<file path="src/rtl/rob_commit_ctrl_if.sv">
// Dispatcher / CDB / register-file bundle for the reorder-buffer controller.
// master: the side driving allocation requests and CDB results.
// slave: the reorder-buffer controller itself.
interface rob_commit_ctrl_if;
   // Allocation
   logic        issue_valid;
   logic [4:0]  issue_rd;
   logic        issue_is_branch;
   logic [4:0]  issue_tag;
   logic        rob_full;
   // Result broadcast
   logic        cdb_valid;
   logic [4:0]  cdb_tag;
   logic [31:0] cdb_data;
   logic        cdb_mispredict;
   logic [31:0] cdb_target;
   // Operand lookup
   logic [4:0]  query_tag;
   logic        query_ready;
   logic [31:0] query_data;
   // Commit to register file
   logic        rob_valid;
   logic [4:0]  dest;
   logic [4:0]  dest_depend;
   logic [31:0] rob_data;
   // Recovery
   logic        wrong_commit;
   logic        redirect_valid;
   logic [31:0] redirect_pc;

   modport master (
      output issue_valid, issue_rd, issue_is_branch,
      output cdb_valid, cdb_tag, cdb_data, cdb_mispredict, cdb_target,
      output query_tag,
      input  issue_tag, rob_full, query_ready, query_data,
      input  rob_valid, dest, dest_depend, rob_data,
      input  wrong_commit, redirect_valid, redirect_pc
   );

   modport slave (
      input  issue_valid, issue_rd, issue_is_branch,
      input  cdb_valid, cdb_tag, cdb_data, cdb_mispredict, cdb_target,
      input  query_tag,
      output issue_tag, rob_full, query_ready, query_data,
      output rob_valid, dest, dest_depend, rob_data,
      output wrong_commit, redirect_valid, redirect_pc
   );
endinterface

</file>
<file path="src/rtl/rob_commit_ctrl.sv">
// Reorder-buffer controller: allocates rename tags, collects CDB results,
// retires in program order and sequences a one-cycle mispredict flush.
// Tag 0 means "no dependency"; entry i carries tag i+1.
module rob_commit_ctrl #(
   parameter int unsigned ROB_SIZE = 16,
   parameter int unsigned IDX_W    = 4
) (
   input  logic            clk,
   input  logic            rst,
   input  logic            rdy,
   rob_commit_ctrl_if.slave bus
);

   localparam int unsigned CNT_W = IDX_W + 1;

   typedef enum logic [0:0] {StRun, StFlush} state_e;

   // Per-entry flags (reset) and payload (no reset, only read when flagged)
   logic [ROB_SIZE-1:0] busy_q, ready_q, is_br_q, mispred_q;
   logic [4:0]          rd_q     [ROB_SIZE];
   logic [31:0]         data_q   [ROB_SIZE];
   logic [31:0]         target_q [ROB_SIZE];

   logic [IDX_W-1:0] head_q, tail_q, head_nxt, tail_nxt;
   logic [CNT_W-1:0] count_q;
   state_e           state_q, state_d;

   logic             alloc, commit, cdb_hit, flush;
   logic             cdb_in_range, query_in_range;
   logic [IDX_W-1:0] cdb_idx, query_idx;

   logic        rob_valid_q, wrong_commit_q, redirect_valid_q;
   logic [4:0]  dest_q, dest_depend_q;
   logic [31:0] rob_data_q, redirect_pc_q, flush_pc_q;
   logic        query_ready_c;
   logic [31:0] query_data_c;

   assign bus.issue_tag = 5'(tail_q) + 5'd1;
   assign bus.rob_full  = (count_q == CNT_W'(ROB_SIZE));

   assign cdb_in_range   = (bus.cdb_tag != 5'd0) && (bus.cdb_tag <= 5'(ROB_SIZE));
   assign cdb_idx        = IDX_W'(bus.cdb_tag - 5'd1);
   assign query_in_range = (bus.query_tag != 5'd0) && (bus.query_tag <= 5'(ROB_SIZE));
   assign query_idx      = IDX_W'(bus.query_tag - 5'd1);

   assign head_nxt = (head_q == IDX_W'(ROB_SIZE - 1)) ? '0 : head_q + IDX_W'(1);
   assign tail_nxt = (tail_q == IDX_W'(ROB_SIZE - 1)) ? '0 : tail_q + IDX_W'(1);

   // FSM next state and per-cycle action decode; rdy low suppresses every action
   always_comb begin
      state_d = state_q;
      alloc   = 1'b0;
      commit  = 1'b0;
      cdb_hit = 1'b0;
      flush   = 1'b0;
      if (rdy) begin
         unique case (state_q)
            StRun: begin
               alloc   = bus.issue_valid && !bus.rob_full;
               cdb_hit = bus.cdb_valid && cdb_in_range && busy_q[cdb_idx];
               commit  = busy_q[head_q] && ready_q[head_q];
               if (commit && mispred_q[head_q]) begin
                  state_d = StFlush;
               end
            end
            StFlush: begin
               flush   = 1'b1;
               state_d = StRun;
            end
            default: state_d = StRun;
         endcase
      end
   end

   // FSM state register
   always_ff @(posedge clk or posedge rst) begin
      if (rst) begin
         state_q <= StRun;
      end else begin
         state_q <= state_d;
      end
   end

   // Head/tail pointers and occupancy count
   always_ff @(posedge clk or posedge rst) begin
      if (rst) begin
         head_q  <= '0;
         tail_q  <= '0;
         count_q <= '0;
      end else if (flush) begin
         head_q  <= '0;
         tail_q  <= '0;
         count_q <= '0;
      end else begin
         if (alloc) begin
            tail_q <= tail_nxt;
         end
         if (commit) begin
            head_q <= head_nxt;
         end
         if (alloc && !commit) begin
            count_q <= count_q + CNT_W'(1);
         end else if (!alloc && commit) begin
            count_q <= count_q - CNT_W'(1);
         end
      end
   end

   // Entry status flags: allocate, write back, retire, flush
   always_ff @(posedge clk or posedge rst) begin
      if (rst) begin
         busy_q    <= '0;
         ready_q   <= '0;
         mispred_q <= '0;
      end else begin
         for (int unsigned i = 0; i < ROB_SIZE; i++) begin
            if (flush) begin
               busy_q[i]    <= 1'b0;
               ready_q[i]   <= 1'b0;
               mispred_q[i] <= 1'b0;
            end else begin
               if (alloc && (tail_q == IDX_W'(i))) begin
                  busy_q[i]    <= 1'b1;
                  ready_q[i]   <= 1'b0;
                  mispred_q[i] <= 1'b0;
               end
               if (cdb_hit && (cdb_idx == IDX_W'(i))) begin
                  ready_q[i] <= 1'b1;
                  if (is_br_q[i] && bus.cdb_mispredict) begin
                     mispred_q[i] <= 1'b1;
                  end
               end
               // Allocation never targets the head while it is still busy
               if (commit && (head_q == IDX_W'(i))) begin
                  busy_q[i] <= 1'b0;
               end
            end
         end
      end
   end

   // Entry payload: destination, branch flag, result and recovery target
   always_ff @(posedge clk) begin
      for (int unsigned i = 0; i < ROB_SIZE; i++) begin
         if (alloc && (tail_q == IDX_W'(i))) begin
            rd_q[i]    <= bus.issue_rd;
            is_br_q[i] <= bus.issue_is_branch;
         end
         if (cdb_hit && (cdb_idx == IDX_W'(i))) begin
            data_q[i] <= bus.cdb_data;
            if (is_br_q[i] && bus.cdb_mispredict) begin
               target_q[i] <= bus.cdb_target;
            end
         end
      end
   end

   // Registered commit and recovery outputs; pulses drop unless re-asserted
   always_ff @(posedge clk or posedge rst) begin
      if (rst) begin
         rob_valid_q      <= 1'b0;
         dest_q           <= '0;
         dest_depend_q    <= '0;
         rob_data_q       <= '0;
         wrong_commit_q   <= 1'b0;
         redirect_valid_q <= 1'b0;
         redirect_pc_q    <= '0;
         flush_pc_q       <= '0;
      end else begin
         rob_valid_q      <= 1'b0;
         wrong_commit_q   <= 1'b0;
         redirect_valid_q <= 1'b0;
         if (commit) begin
            rob_valid_q   <= 1'b1;
            dest_q        <= rd_q[head_q];
            dest_depend_q <= 5'(head_q) + 5'd1;
            rob_data_q    <= data_q[head_q];
            // Remember the target so the flush cycle can redirect fetch
            if (mispred_q[head_q]) begin
               flush_pc_q <= target_q[head_q];
            end
         end
         if (flush) begin
            wrong_commit_q   <= 1'b1;
            redirect_valid_q <= 1'b1;
            redirect_pc_q    <= flush_pc_q;
         end
      end
   end

   // Operand lookup with same-cycle CDB bypass
   always_comb begin
      query_ready_c = 1'b0;
      query_data_c  = '0;
      if (query_in_range && busy_q[query_idx]) begin
         if (ready_q[query_idx]) begin
            query_ready_c = 1'b1;
            query_data_c  = data_q[query_idx];
         end else if (bus.cdb_valid && (bus.cdb_tag == bus.query_tag)) begin
            query_ready_c = 1'b1;
            query_data_c  = bus.cdb_data;
         end
      end
   end

   assign bus.query_ready    = query_ready_c;
   assign bus.query_data     = query_data_c;
   assign bus.rob_valid      = rob_valid_q;
   assign bus.dest           = dest_q;
   assign bus.dest_depend    = dest_depend_q;
   assign bus.rob_data       = rob_data_q;
   assign bus.wrong_commit   = wrong_commit_q;
   assign bus.redirect_valid = redirect_valid_q;
   assign bus.redirect_pc    = redirect_pc_q;

endmodule

</file>
<file path="src/flat_wrapper.sv">
// flat-port wrapper written by rule: the top's interface ports become plain ports
module rob_commit_ctrl_flat 
#(
   parameter int unsigned ROB_SIZE = 16,
   parameter int unsigned IDX_W    = 4
)
  (clk, rst, rdy, bus_issue_valid, bus_issue_rd, bus_issue_is_branch, bus_cdb_valid, bus_cdb_tag, bus_cdb_data, bus_cdb_mispredict, bus_cdb_target, bus_query_tag, bus_issue_tag, bus_rob_full, bus_query_ready, bus_query_data, bus_rob_valid, bus_dest, bus_dest_depend, bus_rob_data, bus_wrong_commit, bus_redirect_valid, bus_redirect_pc);
  rob_commit_ctrl_if bus_i ();
  input  logic clk;
  input  logic rst;
  input  logic rdy;
  input wire logic [$bits(bus_i.issue_valid)-1:0] bus_issue_valid;
  input wire logic [$bits(bus_i.issue_rd)-1:0] bus_issue_rd;
  input wire logic [$bits(bus_i.issue_is_branch)-1:0] bus_issue_is_branch;
  input wire logic [$bits(bus_i.cdb_valid)-1:0] bus_cdb_valid;
  input wire logic [$bits(bus_i.cdb_tag)-1:0] bus_cdb_tag;
  input wire logic [$bits(bus_i.cdb_data)-1:0] bus_cdb_data;
  input wire logic [$bits(bus_i.cdb_mispredict)-1:0] bus_cdb_mispredict;
  input wire logic [$bits(bus_i.cdb_target)-1:0] bus_cdb_target;
  input wire logic [$bits(bus_i.query_tag)-1:0] bus_query_tag;
  output wire logic [$bits(bus_i.issue_tag)-1:0] bus_issue_tag;
  output wire logic [$bits(bus_i.rob_full)-1:0] bus_rob_full;
  output wire logic [$bits(bus_i.query_ready)-1:0] bus_query_ready;
  output wire logic [$bits(bus_i.query_data)-1:0] bus_query_data;
  output wire logic [$bits(bus_i.rob_valid)-1:0] bus_rob_valid;
  output wire logic [$bits(bus_i.dest)-1:0] bus_dest;
  output wire logic [$bits(bus_i.dest_depend)-1:0] bus_dest_depend;
  output wire logic [$bits(bus_i.rob_data)-1:0] bus_rob_data;
  output wire logic [$bits(bus_i.wrong_commit)-1:0] bus_wrong_commit;
  output wire logic [$bits(bus_i.redirect_valid)-1:0] bus_redirect_valid;
  output wire logic [$bits(bus_i.redirect_pc)-1:0] bus_redirect_pc;
  assign bus_i.issue_valid = bus_issue_valid;
  assign bus_i.issue_rd = bus_issue_rd;
  assign bus_i.issue_is_branch = bus_issue_is_branch;
  assign bus_i.cdb_valid = bus_cdb_valid;
  assign bus_i.cdb_tag = bus_cdb_tag;
  assign bus_i.cdb_data = bus_cdb_data;
  assign bus_i.cdb_mispredict = bus_cdb_mispredict;
  assign bus_i.cdb_target = bus_cdb_target;
  assign bus_i.query_tag = bus_query_tag;
  assign bus_issue_tag = bus_i.issue_tag;
  assign bus_rob_full = bus_i.rob_full;
  assign bus_query_ready = bus_i.query_ready;
  assign bus_query_data = bus_i.query_data;
  assign bus_rob_valid = bus_i.rob_valid;
  assign bus_dest = bus_i.dest;
  assign bus_dest_depend = bus_i.dest_depend;
  assign bus_rob_data = bus_i.rob_data;
  assign bus_wrong_commit = bus_i.wrong_commit;
  assign bus_redirect_valid = bus_i.redirect_valid;
  assign bus_redirect_pc = bus_i.redirect_pc;
  rob_commit_ctrl #(.ROB_SIZE(ROB_SIZE), .IDX_W(IDX_W)) u_core (.clk(clk), .rst(rst), .rdy(rdy), .bus(bus_i));
endmodule
</file>
<file path="config.mk">
export PLATFORM = sky130hd
export DESIGN_NAME = rob_commit_ctrl_flat
export DESIGN_NICKNAME = d
export VERILOG_FILES = /design/src/rtl/rob_commit_ctrl_if.sv /design/src/rtl/rob_commit_ctrl.sv /design/src/flat_wrapper.sv
export SDC_FILE = /design/constraint.sdc
export NUM_CORES = 2
export LEC_CHECK = 0
export BUFFER_PORTS_ARGS = -buffer_cell sky130_fd_sc_hd__buf_2
export CORE_MARGIN = 2
export CORE_UTILIZATION = 49
export DETAILED_ROUTE_END_ITERATION = 7
export PLACE_DENSITY = 0.73
export SLEW_MARGIN = 20
export SYNTH_ARGS = -nofsm -noshare
export SYNTH_HDL_FRONTEND = slang
export SYNTH_SLANG_ARGS = --single-unit
</file>
<file path="constraint.sdc">
create_clock -name clk -period 4.8 [get_ports clk]
set_clock_uncertainty 0.2 [all_clocks]
set_input_delay 0 -clock clk [delete_from_list [all_inputs] [get_ports clk]]
set_output_delay 0 -clock clk [all_outputs]
set_load 0.005 [all_outputs]
</file>
==> results.md <==
* Final setup fails at 0
* Wire per inst at 30.3 um
* DP HPWL at 76.5 mm
* Post-CTS Setup Repair Bufs at 0
* Worst Setup SP: u_core.state_q$_DFFE_PP0P_
* Vias at 28900
* Starting DRT DRC Count at 3569
* Fmax at 0.230 GHz
* Count of final hold-check violations at 0
* Reg2Reg Setup Slack at 0.45 ns
* Worst R2R Path Depth at 8
* Tot GR Track Use at 0.245
* Slew Limit Fails at 0
* CTS tree: yes
* Post-synth EDFFs at 1120
* Worst Setup Start Kind: flop
* Clk_lat worst skew at 0.75 ns
* CP arrival at 4.59 ns
* Layout cells sized above 1 at 0.372
* Crit path max fanout at 19
* Post-route setup TNS at 0 ns
* Final core utilization at 0.571
* Crit. End Element: flop
* Worst EP required at 5.04 ns
* Tightest Pin Transition at 1.18 ns
* Slew margin rel. at 0.214
* PortBufs at 201
* Cell variety after synth at 49
* Initial DRT Pass Iterations at 6
* Post_cts resized at 0
* Final ANT Viol Nets at 0
* H-tree levels at 4
* Most used DFF post-synth: edfxtp_1
* Power Dens Cells at 447 mW/mm2
* Core footprint at 0.110 mm2
* Pin count of the biggest net entering global routing at 138
* Placed insts at 4129
* Minimum clock period at 4.35 ns
* Cell Rows at 122
* Die width at 337 um
* Number of max-cap violations at 0
* TritonCTS buffer count at 132
* Clk sink count at 1290
* Maximum VDD drop at 0.448 mV
* Initial antenna violation count at 10
* Reg-to-reg critical path startpoint: u_core.state_q$_DFFE_PP0P_
* Vias in the first global route at 30000
* CTS root buf: clkbuf_16
* Global route overflow at 0
* Vert. Die Dim at 337 um
* Synth Register Bits at 1290
* Die area at 0.114 mm2
* RD Place Congestion at 0.916
* Crit path to: u_core.data_q[3][31]$_DFFE_PP_
* RSZ-0062 raised after global routing: false
* Synthesized area per cell at 21.5 um2
* WHS at 0.0362 ns
* Initial core utilization at 0.493
* Area occupied by multi-input gates at 0.0156 mm2
* Clk buf depth at 3
* Crit path kind: reg2reg
* CTS clk-pin slew, worst paths at 0.06 ns
* Final wirelength at 137 mm
* Cts-stage hold buffer count at 148
* Status: completed
* # DRC at 0
* Num ports at 202
* Ys Warns at 0
* Area growth syn-to-layout at 16.0%
* Fillers at 7868
* Finished Layout Cells at 4527
* First-pass GRT wire length at 202 mm
* Syn nets at 2634
* HP Class: in2reg
* Mapped Area at 0.0544 mm2
* FF/Latch Area at 0.0379 mm2
* Synth Instances at 2527
* Post-synth ARST share at 0.132
* Tcrit/Tclk final at 0.905
* Lkg Pwr at 21.7 nW
* Worst R2R End: u_core.data_q[3][31]$_DFFE_PP_
* Nets at 3030
* Via density per instance at 6.39
* Register area share after synthesis at 0.697
-- layout make-up --
type / instances / share of cell area
Multi-Input combinational cell: 1042 / 0.248
Clock inverter: 79 / 0.0138
Tap cell: 1488 / 0.0295
Timing Repair Buffer: 425 / 0.0504
Clock buffer: 164 / 0.0549
Inverter: 32 / 0.00204
Antenna cell: 7 / 0.000278
Sequential cell: 1290 / 0.601
-- cell usage after synthesis (3+ instances only) --
cell type	count	area [um2]
a32o_1	8	80.1
nand4_1	5	31.3
o31ai_1	3	22.5
and2_1	18	113
nand2_1	124	465
mux4_1	7	184
a31o_2	12	105
nand3_1	10	50.1
buf_1	11	41.3
mux4_2	523	11800
mux2_4	29	435
inv_1	31	116
a32oi_1	8	70.1
buf_12	3	60.1
nor2_1	58	218
ha_1	20	250
buf_4	9	67.6
o21ai_0	24	120
a21oi_1	9	45.0
xnor2_1	10	87.6
and3_1	34	213
mux2_2	43	484
buf_6	6	67.6
edfxtp_1	1120	33600
a31oi_1	15	93.8
mux2i_1	38	380
clkbuf_1	84	315
nor3_1	6	30.0
nor2b_1	5	31.3
xor2_1	8	70.1
buf_2	50	250
a22oi_1	5	37.5
dfrtp_1	170	4250
-- logic make-up after synthesis --
group,Yosys count,synth area share
fa+ha+maj,21,0.00497
xor+xnor,18,0.00290
buf+inv,195,0.0170
flops,1290,0.697
compound gates,96,0.0124
mux,640,0.244
simple gates,267,0.0220
-- worst min-delay path by stage --
stage | startpoint | to | slack (ns) | cells past startpoint
6_report | bus_cdb_data[25] | u_core.data_q[12][25]$_DFFE_PP_ | 0.04 | 2
3_3_place_gp | rst | u_core.bus.rob_data[24]$_DFFE_PP0P_ | -0.24 | 2
3_5_place_dp | rst | u_core.bus.rob_data[24]$_DFFE_PP0P_ | -0.25 | 2
2_1_floorplan | bus_cdb_data[0] | u_core.data_q[0][0]$_DFFE_PP_ | -0.10 | 0
5_1_grt | bus_cdb_data[25] | u_core.data_q[9][25]$_DFFE_PP_ | 0.04 | 2
4_1_cts | bus_cdb_target[31] | u_core.target_q[12][31]$_DFFE_PP_ | 0.004 | 2
-- layout by cell type, fill, tap and decap left out, types with 15 or more instances in the layout --
cell / n
edfxtp_1: 1120
mux4_2: 523
buf_2: 200
dfrtp_1: 167
dlygate4sd3_1: 148
clkbuf_16: 133
nand2_1: 123
buf_4: 65
nor2_1: 58
mux2_2: 43
mux2i_1: 38
mux2_4: 29
clkbuf_1: 29
inv_1: 28
o21ai_0: 24
clkinv_2: 22
and3_2: 20
ha_1: 19
clkinv_1: 17
a31oi_1: 15
-- per-layer routing --
metal,vias up,global-route usage,part of all wire
met4,10,0.0859,0.030
li1,11500,-,-
met3,317,0.0525,0.091
met2,1798,0.405,0.51
met5,-,0,0.00047
met1,15300,0.325,0.37
-- worst max-delay path, cell delays in order (launching register included) --
cell,delay (ns)
dfrtp_1,0.41
nor2b_1,0.53
nand3_1,0.17
dlygate4sd3_1,0.63
nor3_1,0.27
buf_4,0.23
and3_1,0.56
and2_2,0.71
buf_4,0.32
-- sequential cells by signal, summed over array words and instances, names as in the netlist, 4 cells and up --
name and cells:
u_core.data_q 512, u_core.target_q 512, u_core.rd_q 80, u_core.bus.redirect_pc 32, u_core.bus.rob_data 32, u_core.flush_pc_q 32
u_core.busy_q 16, u_core.is_br_q 16, u_core.mispred_q 16, u_core.ready_q 16, u_core.bus.dest 5, u_core.bus.dest_depend 5
u_core.count_q 5, u_core.head_q 4, u_core.tail_q 4
-- where the power goes --
part           internal, mW  switching [mW]
Combinational          2.73            2.42
Sequential             12.5           0.326
Clock                  5.87            4.40
Total                  21.1            7.14
-- metrics by stage --
stage / setup slack [ns] / power [mW] / instance area (um2)
finish: 0.454 / 28.2 / 63100
floorplan: 1.26 / 16.7 / 54400
detailed placement: 0.983 / 18.1 / 57200
global route: 0.344 / 29.2 / 63100
global placement: 0.996 / 18.0 / 57200
CTS: 0.519 / 28.4 / 63000
Note: power is estimated with default switching activity, not from simulation.
